**config.mk**
```make
export PLATFORM = sky130hd
export DESIGN_NAME = div_operand_join_flat
export DESIGN_NICKNAME = d
export VERILOG_FILES = /design/src/rtl/div_operand_join_if.sv /design/src/rtl/div_operand_join.sv /design/src/flat_wrapper.sv
export SDC_FILE = /design/constraint.sdc
export NUM_CORES = 1
export LEC_CHECK = 0
export CAP_MARGIN = 30
export CORE_MARGIN = 2
export CORE_UTILIZATION = 30
export CTS_CLUSTER_DIAMETER = 80
export CTS_CLUSTER_SIZE = 28
export DETAILED_ROUTE_END_ITERATION = 6
export HOLD_SLACK_MARGIN = 0.08
export SLEW_MARGIN = 20
export SYNTH_ARGS = -nofsm -noshare
export SYNTH_HDL_FRONTEND = slang
export SYNTH_SLANG_ARGS = --single-unit
export TNS_END_PERCENT = 1
```
**constraint.sdc**
```tcl
create_clock -name clk -period 5.5 [get_ports clk]
set_input_delay 1.375 -clock clk [delete_from_list [all_inputs] [get_ports clk]]
set_output_delay 1.375 -clock clk [all_outputs]
set_load 0.02 [all_outputs]
```
**src/rtl/div_operand_join_if.sv**
```systemverilog
// Valid/ready data stream between pipeline stages.
interface div_operand_join_if #(
    parameter int W = 16
);
    logic         valid;
    logic         ready;
    logic [W-1:0] data;

    modport consumer (input valid, input data, output ready);
    modport producer (output valid, output data, input ready);
endinterface

```
**src/rtl/div_operand_join.sv**
```systemverilog
// Pairs dividend/divisor streams, screens zero divisors, feeds divider operands.
// Latency: 2 cycles from joint accept to dout (hold stage + output stage).
// Backpressure: holds one output pair plus one operand per input; din ready drops when full.
module div_operand_join #(
    parameter int W0        = 16,
    parameter int W1        = 16,
    parameter int ZERO_DROP = 1,
    parameter int CNT_W     = 8
) (
    input  logic                 clk,
    input  logic                 rst,
    div_operand_join_if.consumer din0,
    div_operand_join_if.consumer din1,
    div_operand_join_if.producer dout0,
    div_operand_join_if.producer dout1,
    output logic                 zero_err,
    output logic [CNT_W-1:0]     zero_cnt
);
    localparam bit DROP = (ZERO_DROP != 0);

    logic [W0-1:0] h0, o0;
    logic [W1-1:0] h1, o1;
    logic          h0_v, h1_v, o_v;
    logic          acc0, acc1, take, move, z, fwd;

    assign take = o_v & dout0.ready & dout1.ready;
    assign move = h0_v & h1_v & (!o_v | take);
    assign z    = (h1 == '0);
    // A dropped pair leaves the output stage as it was (or empty after take).
    assign fwd  = move & !(z & DROP);

    assign din0.ready = !h0_v | move;
    assign din1.ready = !h1_v | move;
    assign acc0       = din0.valid & din0.ready;
    assign acc1       = din1.valid & din1.ready;

    assign dout0.valid = o_v;
    assign dout1.valid = o_v;
    assign dout0.data  = o0;
    assign dout1.data  = o1;

    always_ff @(posedge clk) begin
        if (rst) begin
            h0_v     <= 1'b0;
            h1_v     <= 1'b0;
            o_v      <= 1'b0;
            zero_err <= 1'b0;
            zero_cnt <= '0;
        end else begin
            if (acc0)
                h0_v <= 1'b1;
            else if (move)
                h0_v <= 1'b0;

            if (acc1)
                h1_v <= 1'b1;
            else if (move)
                h1_v <= 1'b0;

            if (fwd)
                o_v <= 1'b1;
            else if (take)
                o_v <= 1'b0;

            zero_err <= move & z;
            if (move && z && (zero_cnt != '1))
                zero_cnt <= zero_cnt + CNT_W'(1);
        end
    end

    always_ff @(posedge clk) begin
        if (acc0)
            h0 <= din0.data;
        if (acc1)
            h1 <= din1.data;
        if (fwd) begin
            o0 <= h0;
            o1 <= h1;
        end
    end
endmodule

```
**src/flat_wrapper.sv**
```systemverilog
// flat-port wrapper written by rule: the top's interface ports become plain ports
module div_operand_join_flat 
#(
    parameter int W0        = 16,
    parameter int W1        = 16,
    parameter int ZERO_DROP = 1,
    parameter int CNT_W     = 8
)
  (clk, rst, zero_err, zero_cnt, din0_valid, din0_data, din0_ready, din1_valid, din1_data, din1_ready, dout0_valid, dout0_data, dout0_ready, dout1_valid, dout1_data, dout1_ready);
  div_operand_join_if #(.W(16)) din0_i ();
  div_operand_join_if #(.W(16)) din1_i ();
  div_operand_join_if #(.W(16)) dout0_i ();
  div_operand_join_if #(.W(16)) dout1_i ();
  input  logic clk;
  input  logic rst;
  output logic zero_err;
  output logic [CNT_W-1:0] zero_cnt;
  input wire logic [$bits(din0_i.valid)-1:0] din0_valid;
  input wire logic [$bits(din0_i.data)-1:0] din0_data;
  output wire logic [$bits(din0_i.ready)-1:0] din0_ready;
  input wire logic [$bits(din1_i.valid)-1:0] din1_valid;
  input wire logic [$bits(din1_i.data)-1:0] din1_data;
  output wire logic [$bits(din1_i.ready)-1:0] din1_ready;
  output wire logic [$bits(dout0_i.valid)-1:0] dout0_valid;
  output wire logic [$bits(dout0_i.data)-1:0] dout0_data;
  input wire logic [$bits(dout0_i.ready)-1:0] dout0_ready;
  output wire logic [$bits(dout1_i.valid)-1:0] dout1_valid;
  output wire logic [$bits(dout1_i.data)-1:0] dout1_data;
  input wire logic [$bits(dout1_i.ready)-1:0] dout1_ready;
  assign din0_i.valid = din0_valid;
  assign din0_i.data = din0_data;
  assign din0_ready = din0_i.ready;
  assign din1_i.valid = din1_valid;
  assign din1_i.data = din1_data;
  assign din1_ready = din1_i.ready;
  assign dout0_valid = dout0_i.valid;
  assign dout0_data = dout0_i.data;
  assign dout0_i.ready = dout0_ready;
  assign dout1_valid = dout1_i.valid;
  assign dout1_data = dout1_i.data;
  assign dout1_i.ready = dout1_ready;
  div_operand_join #(.W0(W0), .W1(W1), .ZERO_DROP(ZERO_DROP), .CNT_W(CNT_W)) u_core (.clk(clk), .rst(rst), .din0(din0_i), .din1(din1_i), .dout0(dout0_i), .dout1(dout1_i), .zero_err(zero_err), .zero_cnt(zero_cnt));
endmodule
```
# --- Word level (Yosys, flattened, before mapping) ---
# Cells that the tools add are included.
word_totals:
  regBits: 76
  input_bits: 38
  output_inout_bits: 45
  elab_cells: 37
classes:
  addsub: 1
  eq_ne: 1
  mux: 5
  bitwise: 11
  n_reduce_logical: 10
op_table:
  columns: ["op", "count"]
  rows:
  - ["$logic_not 16->1", 1]
  - ["$add 8x1->8 const B", 1]
  - ["$and 1x1->1", 8]
  - ["$ne 8x8->1 const B", 1]
  - ["$reduce_bool 2->1", 3]
  - ["$mux 1", 5]
  - ["$logic_not 1->1", 4]
  - ["$or 1x1->1", 3]
  - ["$logic_and 1x1->1", 2]

# --- Depth between registers and ports, before layout ---
# Gate-level depths: netlist of run 1.
logic_depth:
  depth_word: 7
  mapped_depth: 6
  ltp_nobuf: 6

# --- Worst setup path after synthesis of run 1 ---
# No wires, ideal clock.
synth_path:
  path_type: "in2out"
  startpoint: "in dout1_ready"
  endpoint: "out din0_ready"
  arrival_ns: 2.112
  required_ns: 4.125
  setup_slack_ns: 2.013
  path_stages: 4
  n_path_buf: 1
  path_cell_list: "a21bo_2 > nand3_1 > buf_2 > nand2_1"
synth_between:
  elab_chain_len: 4
synth_lines:
  columns: ["element", "line", "rtl"]
  rows:
  - ["from (decl)", "flat_wrapper.sv:29", "input wire logic [$bits(dout1_i.ready)-1:0] dout1_ready;"]
  - ["$and 1x1->1", "div_operand_join.sv:26", "assign take = o_v & dout0.ready & dout1.ready;"]
  - ["$or 1x1->1", "div_operand_join.sv:27", "assign move = h0_v & h1_v & (!o_v | take);"]
  - ["$and 1x1->1", "div_operand_join.sv:27", null]
  - ["$or 1x1->1", "div_operand_join.sv:32", "assign din0.ready = !h0_v | move;"]
  - ["to (decl)", "flat_wrapper.sv:20", "output wire logic [$bits(din0_i.ready)-1:0] din0_ready;"]
# Every way passes these cells.

# --- Final worst setup path of run 1 ---
layout_path:
  startpoint: "in dout0_ready"
  endpoint: "out din0_ready"
layout_between:
  elab_chain_len: 5
layout_lines:
  columns: ["element", "line", "rtl"]
  rows:
  - ["from (decl)", "flat_wrapper.sv:26", "input wire logic [$bits(dout0_i.ready)-1:0] dout0_ready;"]
  - ["$and 1x1->1 (2 in a row)", "div_operand_join.sv:26", null]
  - ["$or 1x1->1", "div_operand_join.sv:27", null]
  - ["$and 1x1->1", "div_operand_join.sv:27", null]
  - ["$or 1x1->1", "div_operand_join.sv:32", null]
# Every way passes these cells.

==> impl_metrics.ini, run 1 <==
[synthesis]
synth_cell_types = 27
synth_edf_count = 64
synth.avg_cell_area_um2 = 19.6
synth_cells = 133
synth-seq-cells = 76
syn-cell-area_um2 = 2610
synthArstFlopShare_pct = 0
ys_seq_area_share_pct = 82.8
yosysWarnings = 0
synth_ff_type = edfxtp_1
syn_nets = 172

[worst_setup_path]
required_ns = 4.12
rr_startpoint = u_core.dout0.valid$_SDFFE_PP0P_
slowest_delay_ns = 0.64
r2r_slack_ns = 3.27
path_class = in -> out
startpoint_type = primary input
r2r_end = u_core.h0[15]$_DFFE_PP_
path_cells = clkdlybuf4s50_1 > a21bo_2 > nand3_1 > nand2_1 > clkdlybuf4s50_1
cpMostUsedCell = clkdlybuf4s50_1
slowest_stage = clkdlybuf4s50_1
crit_fanout = 11
reg2reg_depth = 4
worstPathArrival_ns = 3.26
endpoint_kind = primary output

[outcome]
status = finished, final reports clean

[routing]
drtIter0Drc = 18
drc = 0
num_vias = 1445
wirelength_um = 4680
detail-route-antenna-nets = 0
wl_per_cell_um = 13.9
viasPerCell = 4.29
drt_pass1_iterations = 4

[sta]
max_freq_mhz = 216
worst_pin_slew_ns = 0.788
fin_crit_ns = 4.64
hold_viol = 0
final.setup.tns_ns = 0
relSlewSlack_pct = 47.4
finalSetupViolCount = 0
rsz0062_at_grt = no
worst_slack_ns = 0.862
period_share_pct = 84.3
fin_skew_ns = 0.00835
slew_viol_final = 0

[power_and_ir_drop]
p_leak_nw = 1.23
power.density_nw_per_um2 = 290
ir_worst_vdd_v = 0.0000843

[hold_path]
min_path_type = reg -> reg
hold_end = u_core.dout0.data[15]$_DFFE_PP_
hold_start = u_core.h0[15]$_DFFE_PP_
hold_path_depth = 0

[finish]
syn2layout_area_growth_pct = 42.9
fin_util_pct = 43.4
mostFrequentLayoutCell = clkdlybuf4s50_1
drive_above_1_share_pct = 12.2
n_fill_cell = 785
antenna_cells = 0
layout_common_cells = 82 x clkdlybuf4s50_1, 64 x edfxtp_1, 12 x dfxtp_1, 9 x clkbuf_8, 8 x nor2_1
fin_nets = 264

[place]
post-place-ws_ns = 0.862
numPortBuffers = 82
place_congestion = 0.721
dp_hpwl_um = 3300

[clocking]
cts_inserted_buffers = 9
h-tree-depth = 3
root_buffer = clkbuf_8
cts_resized = 0
post_cts_buffers = 0
clock_path_buffers = 2
clkSlewWorstSetupHoldPaths_ns = 0.07
cts_sinks = 76
cts_hold_buf = 0
insertion_delay_ns = 0.34
cts_tree = yes

[die]
core_area_um2 = 8590
ios = 83
placementRows = 34
fp.dieH_um = 97.3
die_area_um2 = 9460
initial_core_util_pct = 30.4
fp.dieW_um = 97.3

[grt]
grt_pass1_wl_um = 7610
grtUsageTotal_pct = 10.6
overflow = 0
grt_max_degree = 33
grt_pass1_vias = 1409
antenna_found_initial = 0

[job]
max_cap_violations = 0
==> kinds of logic (layout without fill, tap and decap cells) <==
kind of cell / after synthesis / after routing / synth area share [%]
simple gates: 36 / 36 / 11.6
compound gates: 8 / 8 / 1.97
xor+xnor: 5 / 5 / 1.68
mux: 1 / 1 / 0.384
fa+ha+maj: 1 / 1 / 0.479
flops: 76 / 76 / 82.8
buf+inv: 6 / 102 / 1.05
==> Yosys cell counts (all sizes together) (2+ instances only) <==
master   n  share of area, %
nand2    4              0.58
dfxtp   12               9.2
nand4    3               1.3
nand3    3              0.58
nor2     8               1.2
and3     3              0.72
a21oi    5              0.96
buf      2              0.48
nor4     8               4.9
and2     2              0.48
edfxtp  64                74
inv      3              0.43
nor3     3               1.0
xnor2    5               1.7
==> critical path, delay by kind of cell <==
family	cells	cell delay, ns
buffers and inverters	2	1.10
and+or+nand+nor	2	0.63
AOI/OAI and AO/OA	1	0.16
==> layout make-up <==
cell class,instances,area (um2),area share (%)
Sequential cell,76,2160,58.0
Timing Repair Buffer,84,840,22.5
Multi-Input combinational cell,51,424,11.4
Tap cell,108,135,3.62
Clock buffer,9,124,3.32
Clock inverter,6,32.5,0.872
Inverter,3,11.3,0.302
==> sequential cells by signal, summed over array words and instances (netlist names) <==
signal,flops
u_core.h1_v,1
u_core.dout0.data,16
u_core.zero_err,1
u_core.h1,16
u_core.zero_cnt,8
u_core.dout1.data,16
u_core.h0_v,1
u_core.dout0.valid,1
u_core.h0,16
==> metrics by stage <==
stage                     hold slack [ns]  total power, mW  std cells  instance area, um2
after global placement              0.400            0.751        321                3560
after floorplan                     0.400            0.703        133                2610
final                               0.419             1.08        337                3730
after CTS                           0.421             1.10        336                3720
after detailed placement            0.405            0.753        321                3560
after global routing                0.425             1.13        337                3730
==> how the worst max path moves through the flow <==
stage                            from          to  slack [ns]  cells after the start
final                     dout0_ready  din0_ready        0.86                      5
after floorplan           dout1_ready  din0_ready        2.01                      4
after global placement    dout1_ready  din0_ready        0.88                      5
after global routing      dout0_ready  din0_ready        0.67                      5
after detailed placement  dout0_ready  din0_ready        0.86                      5
after CTS                 dout0_ready  din0_ready        0.84                      5
==> per-layer routing <==
| metal | global-route usage (%) | wire, um | vias up |
|---|---|---|---|
| li1 | - | - | 696 |
| met2 | 16.9 | 2360 | 47 |
| met5 | 0 | 0 | - |
| met1 | 13.1 | 2010 | 695 |
| met4 | 4.49 | 64 | 0 |
| met3 | 4.03 | 252 | 7 |
==> power breakdown <==
| group | leakage [nW] | switching [mW] | internal, mW |
|---|---|---|---|
| clock | 0.0860 | 0.186 | 0.157 |
| sequential | 0.696 | 0.0115 | 0.653 |
| combinational | 0.452 | 0.0340 | 0.0413 |
| total | 1.23 | 0.232 | 0.851 |
No activity file was read; power rests on OpenSTA's default activity.
==> inputs of run 2 (changes only) <==
==> constraint.sdc (replaced) <==
create_clock -name clk -period 4.6 [get_ports clk]
set_input_delay 1.15 -clock clk [delete_from_list [all_inputs] [get_ports clk]]
set_output_delay 1.15 -clock clk [all_outputs]
set_load 0.02 [all_outputs]
==> run 2 against run 1 <==
Flip-flop and latch count unchanged. Global-route usage fell by 0.077 points. First-iteration DRC count increased by 94%. Power is 37% higher. Sequential power increased by 20%. Die area unchanged. Routed wire length up 0.96%. Clock skew increased by 0.00098 ns. Largest cell class unchanged. Non-clock buffer count up 1. Worst setup slack got worse by 0.0048 ns. Final area increased by 2.4%. Critical path depth did not move.
==> impl_metrics.ini, run 2 (same netlist as run 1, synthesis figures left out) <==
[outcome]
status = finished, final reports clean

[grt]
overflow = 0
grt_max_degree = 33
grtUsageTotal_pct = 10.6
grt_pass1_wl_um = 7490
antenna_found_initial = 0
grt_pass1_vias = 1492

[power_and_ir_drop]
swShare_pct = 19.5
pwr-share-clk_pct = 40.2
switchingPower_mw = 0.289
power_frac_comb_pct = 6.2
power.density_nw_per_um2 = 388
ir_worst_vdd_v = 0.000146
power.share.sequential_pct = 53.6
p_leak_nw = 1.27
p_int_mw = 1.19

[sta]
relSlewSlack_pct = 48.7
hold_viol = 0
fin_skew_ns = 0.00933
rsz0062_at_grt = no
period_share_pct = 81.4
slew_viol_final = 0
max_freq_mhz = 267
worst_pin_slew_ns = 0.770
fin_crit_ns = 3.74
final.setup.tns_ns = 0
finalSetupViolCount = 0
hold_slack_ns = 0.414

[worst_setup_path]
reg2reg_depth = 6
endpoint_kind = primary output
worstPathArrival_ns = 2.59
r2r_end = u_core.dout0.data[12]$_DFFE_PP_
slowest_delay_ns = 0.61
startpoint_type = primary input
rr_startpoint = u_core.dout0.valid$_SDFFE_PP0P_
path_cells = clkdlybuf4s50_1 > a21bo_2 > nand3_1 > nand2_1 > clkdlybuf4s50_1
path_class = in -> out
crit_fanout = 3
slowest_stage = clkdlybuf4s50_1
cpMostUsedCell = clkdlybuf4s50_1
required_ns = 3.45
r2r_slack_ns = 2.72

[clocking]
root_buffer = clkbuf_8
post_cts_buffers = 0
h-tree-depth = 3
cts_sinks = 76
cts_inserted_buffers = 9
cts_tree = yes
clock_path_buffers = 2
clkSlewWorstSetupHoldPaths_ns = 0.08
cts_hold_buf = 0
insertion_delay_ns = 0.34
cts_resized = 0

[routing]
drt_pass1_iterations = 5
wl_per_cell_um = 13.9
drtIter0Drc = 35
num_vias = 1426
detail-route-antenna-nets = 0
wirelength_um = 4730
drc = 0
viasPerCell = 4.21

[die]
core_area_um2 = 8590
die_area_um2 = 9460
placementRows = 34
ios = 83
fp.dieW_um = 97.3
initial_core_util_pct = 30.4
fp.dieH_um = 97.3

[finish]
n_fill_cell = 771
fin_cells = 339
drive_above_1_share_pct = 13.0
mostFrequentLayoutCell = clkdlybuf4s50_1
fin_nets = 265
layout_common_cells = 82 x clkdlybuf4s50_1, 64 x edfxtp_1, 12 x dfxtp_1, 9 x clkbuf_8, 8 x nor2_1
multi_input_area_um2 = 424
seq_area_um2 = 2160
syn2layout_area_growth_pct = 46.4
antenna_cells = 0
fin_util_pct = 44.5

[place]
numPortBuffers = 82
place_inst = 322
place_congestion = 0.717
dp_hpwl_um = 3310

[hold_path]
hold_start = u_core.h0[9]$_DFFE_PP_
hold_end = u_core.dout0.data[9]$_DFFE_PP_
hold_path_depth = 0
min_path_type = reg -> reg

[job]
max_cap_violations = 0
==> run 2: cell count changes in the layout (fill, tap and decap cells not counted), sizes merged <==
cell / delta
bufinv: +3
clkinv: -3
buf: +1
clkbuf: +1
==> run 2: worst max path at each step <==
| stage | start | end | depth (start not counted) |
|---|---|---|---|
| detailed placement | dout1_ready | din0_ready | 5 |
| global route | dout0_ready | din0_ready | 5 |
| finish | dout1_ready | din0_ready | 5 |
| floorplan | dout1_ready | din0_ready | 4 |
| global placement | dout1_ready | din0_ready | 5 |
| CTS | dout1_ready | din0_ready | 5 |
==> run 2: metal layers <==
layer	global-route usage, %	share of wire [%]
met1	11.8	42
met2	17.7	51
met3	4.24	4.7
met4	4.81	1.6
met5	0	0
==> run 2: metrics by stage <==
| stage | setup slack (ns) | instance area [um2] | total power, mW |
|---|---|---|---|
| 6_report | 0.857 | 3820 | 1.48 |
| 5_1_grt | 0.757 | 3820 | 1.54 |
| 4_1_cts | 0.848 | 3810 | 1.50 |
| 3_5_place_dp | 0.859 | 3570 | 0.902 |
| 3_3_place_gp | 0.863 | 3570 | 0.899 |
| 2_1_floorplan | 1.56 | 2610 | 0.840 |
==> run 2: critical path: cells and delay by family <==
family	cells	cell delay, ns
AND/OR/NAND/NOR	2	0.21
buffers and inverters	2	1.06
AO/OA/AOI/OAI	1	0.18
==> run 2: layout make-up <==
cell class / instances / share of cell area [%]
flip-flops and latches: 76 / 56.6
repair buffers: 85 / 22.2
multi-input cells: 51 / 11.1
well taps: 108 / 3.54
clock buffers: 10 / 3.34
clock inverters: 6 / 2.95
inverters: 3 / 0.295
==> run 2: power groups by stage <==
stage | combinational [mW] | sequential, mW | clock [mW]
2_1_floorplan | 0.0210 | 0.819 | 0
3_3_place_gp | 0.0901 | 0.809 | 0
3_5_place_dp | 0.0910 | 0.811 | 0
4_1_cts | 0.0915 | 0.795 | 0.617
5_1_grt | 0.0978 | 0.797 | 0.645
6_report | 0.0911 | 0.794 | 0.595
